===== src/rtl/fifo_wr_arbiter.sv =====
// Packet-aware round-robin arbiter sharing one FIFO write port between N_REQ requesters.
// A grant is held until a last beat (real or watchdog-forced), so packets never interleave.
module fifo_wr_arbiter #(
  parameter int unsigned N_REQ     = 4,
  parameter int unsigned DWIDTH    = 64,
  parameter int unsigned MAX_BEATS = 256
) (
  input  logic                     clk,
  input  logic                     rst_n,
  input  logic [N_REQ-1:0]         req_valid,
  input  logic [N_REQ*DWIDTH-1:0]  req_data,
  input  logic [N_REQ-1:0]         req_last,
  output logic [N_REQ-1:0]         req_ready,
  output logic                     fifo_wr_en,
  output logic [DWIDTH-1:0]        fifo_wr_data,
  output logic                     fifo_wr_last,
  input  logic                     fifo_wr_full,
  output logic                     grant_valid,
  output logic [$clog2(N_REQ)-1:0] grant_id,
  output logic                     err_overlong
);

  localparam int unsigned IdW  = $clog2(N_REQ);
  localparam int unsigned CntW = $clog2(MAX_BEATS);
  localparam logic [IdW-1:0]  LastId  = IdW'(N_REQ - 1);
  localparam logic [CntW-1:0] LastCnt = CntW'(MAX_BEATS - 1);

  typedef enum logic {StIdle, StGrant} state_e;

  state_e          state_q;
  logic [IdW-1:0]  rr_ptr_q;
  logic [CntW-1:0] beat_cnt_q;

  logic [IdW-1:0] pick;
  logic [IdW-1:0] rr_next;
  logic           pick_found;
  logic           in_grant;
  logic           own_valid;
  logic           own_last;
  logic           beat;
  logic           forced;

  // Round-robin search starting at rr_ptr; explicit modulo so non-power-of-2 N_REQ wraps correctly.
  always_comb begin
    int unsigned idx;
    idx        = 0;
    pick       = '0;
    pick_found = 1'b0;
    for (int unsigned k = 0; k < N_REQ; k++) begin
      idx = 32'(rr_ptr_q) + k;
      if (idx >= N_REQ) idx = idx - N_REQ;
      if (!pick_found && req_valid[idx[IdW-1:0]]) begin
        pick       = idx[IdW-1:0];
        pick_found = 1'b1;
      end
    end
  end

  assign rr_next   = (grant_id == LastId) ? '0 : grant_id + 1'b1;
  assign in_grant  = (state_q == StGrant);
  assign own_valid = req_valid[grant_id];
  assign own_last  = req_last[grant_id];
  assign beat      = in_grant & own_valid & ~fifo_wr_full;
  assign forced    = beat & ~own_last & (beat_cnt_q == LastCnt);

  assign fifo_wr_en   = beat;
  assign fifo_wr_last = in_grant & (own_last | forced);

  always_comb begin
    fifo_wr_data = '0;
    for (int unsigned k = 0; k < N_REQ; k++) begin
      if (grant_id == IdW'(k)) fifo_wr_data = req_data[k*DWIDTH +: DWIDTH];
    end
  end

  always_comb begin
    req_ready = '0;
    if (in_grant) req_ready[grant_id] = ~fifo_wr_full;
  end

  always_ff @(posedge clk) begin
    if (!rst_n) begin
      state_q      <= StIdle;
      grant_valid  <= 1'b0;
      grant_id     <= '0;
      rr_ptr_q     <= '0;
      beat_cnt_q   <= '0;
      err_overlong <= 1'b0;
    end else begin
      err_overlong <= 1'b0;
      case (state_q)
        StIdle: begin
          if (pick_found) begin
            grant_id    <= pick;
            grant_valid <= 1'b1;
            beat_cnt_q  <= '0;
            state_q     <= StGrant;
          end
        end
        StGrant: begin
          if (beat) begin
            if (own_last || forced) begin
              state_q      <= StIdle;
              grant_valid  <= 1'b0;
              rr_ptr_q     <= rr_next;
              beat_cnt_q   <= '0;
              err_overlong <= forced;
            end else begin
              beat_cnt_q <= beat_cnt_q + 1'b1;
            end
          end
        end
        default: state_q <= StIdle;
      endcase
    end
  end

endmodule

===== config.mk =====
export PLATFORM = sky130hd
export DESIGN_NAME = fifo_wr_arbiter
export DESIGN_NICKNAME = d
export VERILOG_FILES = /design/src/rtl/fifo_wr_arbiter.sv
export SDC_FILE = /design/constraint.sdc
export NUM_CORES = 1
export LEC_CHECK = 0
export BUFFER_PORTS_ARGS = -buffer_cell sky130_fd_sc_hd__buf_2
export CORE_AREA = 2 2 131 133
export DETAILED_ROUTE_END_ITERATION = 7
export DIE_AREA = 0 0 133 135
export SLEW_MARGIN = 20
export SYNTH_ARGS = -nofsm -noshare
export SYNTH_HDL_FRONTEND = slang
export SYNTH_SLANG_ARGS = --single-unit

===== constraint.sdc =====
create_clock -name clk -period 5.85 [get_ports clk]
set_input_delay 0.8775 -clock clk [delete_from_list [all_inputs] [get_ports clk]]
set_output_delay 0.8775 -clock clk [all_outputs]
set_load 0.01 [all_outputs]

-- Word-level counts from Yosys, hierarchy flattened
Cells that the tools add are included.
- register bits: 15
- output and inout port bits: 74
- logic and storage cells: 100
- $add $sub $neg: 9
- order comparisons: 10
- eq/ne operators: 7
- muxes and demuxes: 44
- bitwise gates (word level): 10
- reductions and logical operators: 14
- operator list (operator ; count):
    two-way mux 64 bit ; 4
    two-way mux 8 bit ; 3
    two-way mux 2 bit ; 9
    two-way mux 1 bit ; 17
    case mux 8 bit (2 select lines) ; 1
    < comparator 2 x 3 -> 1 bit (second input constant) ; 5
    binary-select mux 1 bit (select 2 bit) ; 6
    >= comparator 3 bit (second input constant) ; 3
    adder 8 x 1 -> 8 bit (second input constant) ; 1
    equality test 8 bit (second input constant) ; 1
    subtractor 2 x 1 -> 2 bit (second input constant) ; 4
    adder 2 x 2 -> 3 bit (second input constant) ; 2
    AND reduction 3 bit ; 2
    AND 1 bit ; 5
    AND 4 bit ; 1
    equality test 2 bit (second input constant) ; 2
    logical AND 1 bit ; 4
    two-way mux 4 bit ; 1
    != test 2 x 1 -> 1 bit (second input constant) ; 2
    case mux 1 bit (2 select lines) ; 2
    AND reduction 2 bit ; 2
    AND reduction 4 bit ; 1
    adder 2 x 1 -> 3 bit (second input constant) ; 1
    >= comparator 2 x 3 -> 1 bit (second input constant) ; 1
    10 further kinds ; 14

-- Depth between registers and ports, before layout
- word-level depth: 16
- depth in mapped cells: 9

-- Worst setup path before layout
Ideal clock, no wire load.
- path type: register to output
- start point: register grant_id[0]
- end point: output port fifo_wr_data[15]
- data arrival time: 1.873 ns
- data required time: 4.973 ns
- setup slack: 3.100 ns
- cell stages (with the launch flop): 10
- buffers on the path: 3
- cell sequence: dfxtp_1 -> buf_4 -> inv_1 -> ha_1 -> clkbuf_1 -> buf_1 -> nand3b_1 -> a21oi_1 -> a21oi_1 -> o21ai_0
- cells in the longest elaborated chain, start to end: 5
- RTL lines (what ; RTL line ; source):
    from (decl) ; 19 ; output logic [$clog2(N_REQ)-1:0] grant_id,
    from (signal assigned) ; 94 ; grant_id <= pick;
    zero test 2 bit ; 72 ; if (grant_id == IdW'(k)) fifo_wr_data = req_data[k*DWIDTH +: DWIDTH];
    two-way mux 64 bit (3 in series) ; 72 ;
    two-way mux 64 bit (*) ; 72 ;
    to (decl) ; 15 ; output logic [DWIDTH-1:0] fifo_wr_data,
Mark *: on every way between the ends. The rest lies on a longest branch, timed or not.

-- Worst setup path after layout
- start point: register grant_id[0]
- end point: output port fifo_wr_data[4]
Same word-level chain as after synthesis.

==> impl_metrics.toml <==
[run_status]
status = "finished clean"

[critical_path]
crit_buf_inv = 3
cp.arrival_ns = 2.95
critical-path-max-stage-delay_ns = 0.58
path_class = "flip-flop to primary output"
rr_endpoint = "beat_cnt_q[6]"
slowest_stage = "ha_2"
path_common_cell = "a21oi_1"
critical_path.top_delay_family = "buffers and inverters"
r2r-start = "grant_id[0]"
path_max_fanout = 38
cp-start-kind = "flip-flop"
endpoint_kind = "primary output"
required_ns = 4.97
ff2ff_path_depth = 4
cp_cell_sequence = "inv_1, ha_2, buf_4, nand3b_1, a21oi_1, a21oi_1, o21ai_0, buf_2"
r2r_setup_slack_ns = 3.39

[floorplan]
die_w_um = 133
start_util = 0.190
ioPinCount = 341
die-area_um2 = 18000
core.rowCount = 47
dieHeight_um = 135
core_um2 = 16400

[clock_tree]
cts-root-buf = "clkbuf_16"
cts_buffer_depth = 2
cts_tree = "yes"
cts.sinks = 15
cts_setup_buffers = 0
h-tree-depth = 1
cts_hold_buf = 0
clkLatencyLatePin_ns = 0.25
clk_pin_slew_ns = 0.05
cts_resized = 0
cts_made_buffers = 3

[grt]
grt_usage = 0.150
grt_first_pass_wirelength_um = 22100
antenna_found_initial = 2
grt_pass1_vias = 4356
grt.overflow.total = 0
grt_max_degree = 102

[sta]
setup_viol = 0
layout_setup_ws_ns = 2.02
drv_slew = 0
post-route-period-util = 0.654
finalHoldViolCount = 0
clock_skew_ns = 0.00110
tightest_slew_ns = 0.876
period_needed_ns = 3.83
slew_headroom = 0.416
rsz0062_at_grt = "no"
fmax_mhz = 261
setup-tns-final_ns = 0

[placement]
pre_cts_ws_ns = 2.29
gp_congestion = 0.840
port_buffers = 340
hpwl_um = 12000
placed_area_um2 = 4960
dp_cells = 1065

[yosys]
postSynthCellCount = 554
synth_ff_type = "dfxtp_1"
synthesis.area_um2 = 3130
postSynthAreaPerCell_um2 = 5.64
synth_edf_count = 0
ys_warn_count = 0
ys_seq_elements = 15
ys_types = 45
synthArstFlopShare = 0
syn_nets = 826
seq_area_frac_synth = 0.0961

[power]
seq_power_share = 0.148
power.share.clock = 0.176
powerDensity_nw_per_um2 = 153
p_comb_frac = 0.676
p_sw_frac = 0.431
ir_worst_vdd_mv = 0.0908
p_leak_uw = 0.00231
p_int_uw = 439
p_switching_uw = 333

[drt]
num_vias = 4955
drc = 0
drtIter0Drc = 262
ant_nets = 0
drtPass1Iterations = 5
wl_per_cell_um = 14.2
viasPerCell = 4.63
routed_wl_um = 15200

[layout]
final_cells = 1070
num-nets-final = 1122
mostFrequentLayoutCells = "buf_2 (340), nand2_1 (142), a21oi_1 (134)"
drive_gt1_frac = 0.422
final_cell_area_um2 = 5040
final_common_cell = "buf_2"
area_growth_pct = 61.2

[min_path]
hold_path.class = "flip-flop to flip-flop"
min_to = "beat_cnt_q[6]"
min_path_cells = 2
min_from = "beat_cnt_q[6]"

[flow_run]
max-cap-violations = 0
==> how the worst max path moves through the flow <==
stage | to | cells past startpoint | from
5_1_grt | fifo_wr_data[7] | 8 | grant_id[0]
4_1_cts | fifo_wr_data[4] | 8 | grant_id[0]
3_3_place_gp | fifo_wr_data[4] | 8 | grant_id[0]
2_1_floorplan | fifo_wr_data[15] | 9 | grant_id[0]
3_5_place_dp | fifo_wr_data[4] | 8 | grant_id[0]
6_report | fifo_wr_data[4] | 8 | grant_id[0]
==> cell type report <==
class | count | area (um2)
multi-input combinational | 477 | 2610
tap | 220 | 275
clock buffer | 4 | 78.8
fill | 1842 | 11400
antenna | 1 | 2.50
sequential | 15 | 300
timing repair buffer | 345 | 1740
inverter | 8 | 30.0
==> kinds of logic (layout without fill, tap and decap cells) <==
group	after synthesis	in the layout	synth area share
buffers and inverters	62	357	0.0805
other	0	1	0
multiplexers	6	6	0.0292
AO/OA/AOI/OAI	219	219	0.369
adder cells (fa/ha/maj)	5	5	0.0200
flip-flops	15	15	0.0961
AND/OR/NAND/NOR	247	247	0.406
==> worst min-delay path: stages, from the launching register on <==
cell and delay (ns):
dfxtp_1 0.32, nand2_1 0.06, o22ai_1 0.06
==> cells in the mapped netlist (4+ instances only) <==
| master | instances | area, um2 |
|---|---|---|
| clkbuf_1 | 44 | 165 |
| o21ai_0 | 66 | 330 |
| and2_1 | 5 | 31.3 |
| nand4b_1 | 4 | 35.0 |
| dfxtp_1 | 15 | 300 |
| ha_1 | 5 | 62.6 |
| nand2_1 | 142 | 533 |
| nand3b_1 | 64 | 480 |
| inv_1 | 8 | 30.0 |
| a21oi_1 | 134 | 671 |
| buf_1 | 6 | 22.5 |
| nand3_1 | 6 | 30.0 |
| nor2_1 | 8 | 30.0 |
==> through the flow <==
stage,hold WS [ns],util,total power [uW]
floorplan,0.462,-,406
global placement,0.483,0.302,638
detailed placement,0.486,0.302,639
CTS,0.495,0.307,778
global route,0.528,0.307,835
finish,0.495,0.307,772
==> power by group through the flow <==
stage                     clock [uW]  sequential (uW)  combinational (uW)
after floorplan                    0              114                 292
after global placement             0              116                 522
after detailed placement           0              116                 522
after CTS                        139              114                 525
after global routing             143              115                 577
final                            136              114                 522
==> state kept, by name (all words and copies together), names as in the netlist <==
register and cells:
in_grant 1, err_overlong 1, rr_ptr_q 2, beat_cnt_q 8, grant_valid 1, grant_id 2
==> layer usage <==
metal / global-route usage / up-vias / part of all wire
li1: - / 2549 / -
met1: 0.182 / 2140 / 0.41
met2: 0.277 / 250 / 0.49
met3: 0.0259 / 16 / 0.078
met4: 0.0329 / 0 / 0.018
met5: 0 / - / 0
Note: power is estimated with default switching activity, not from simulation.
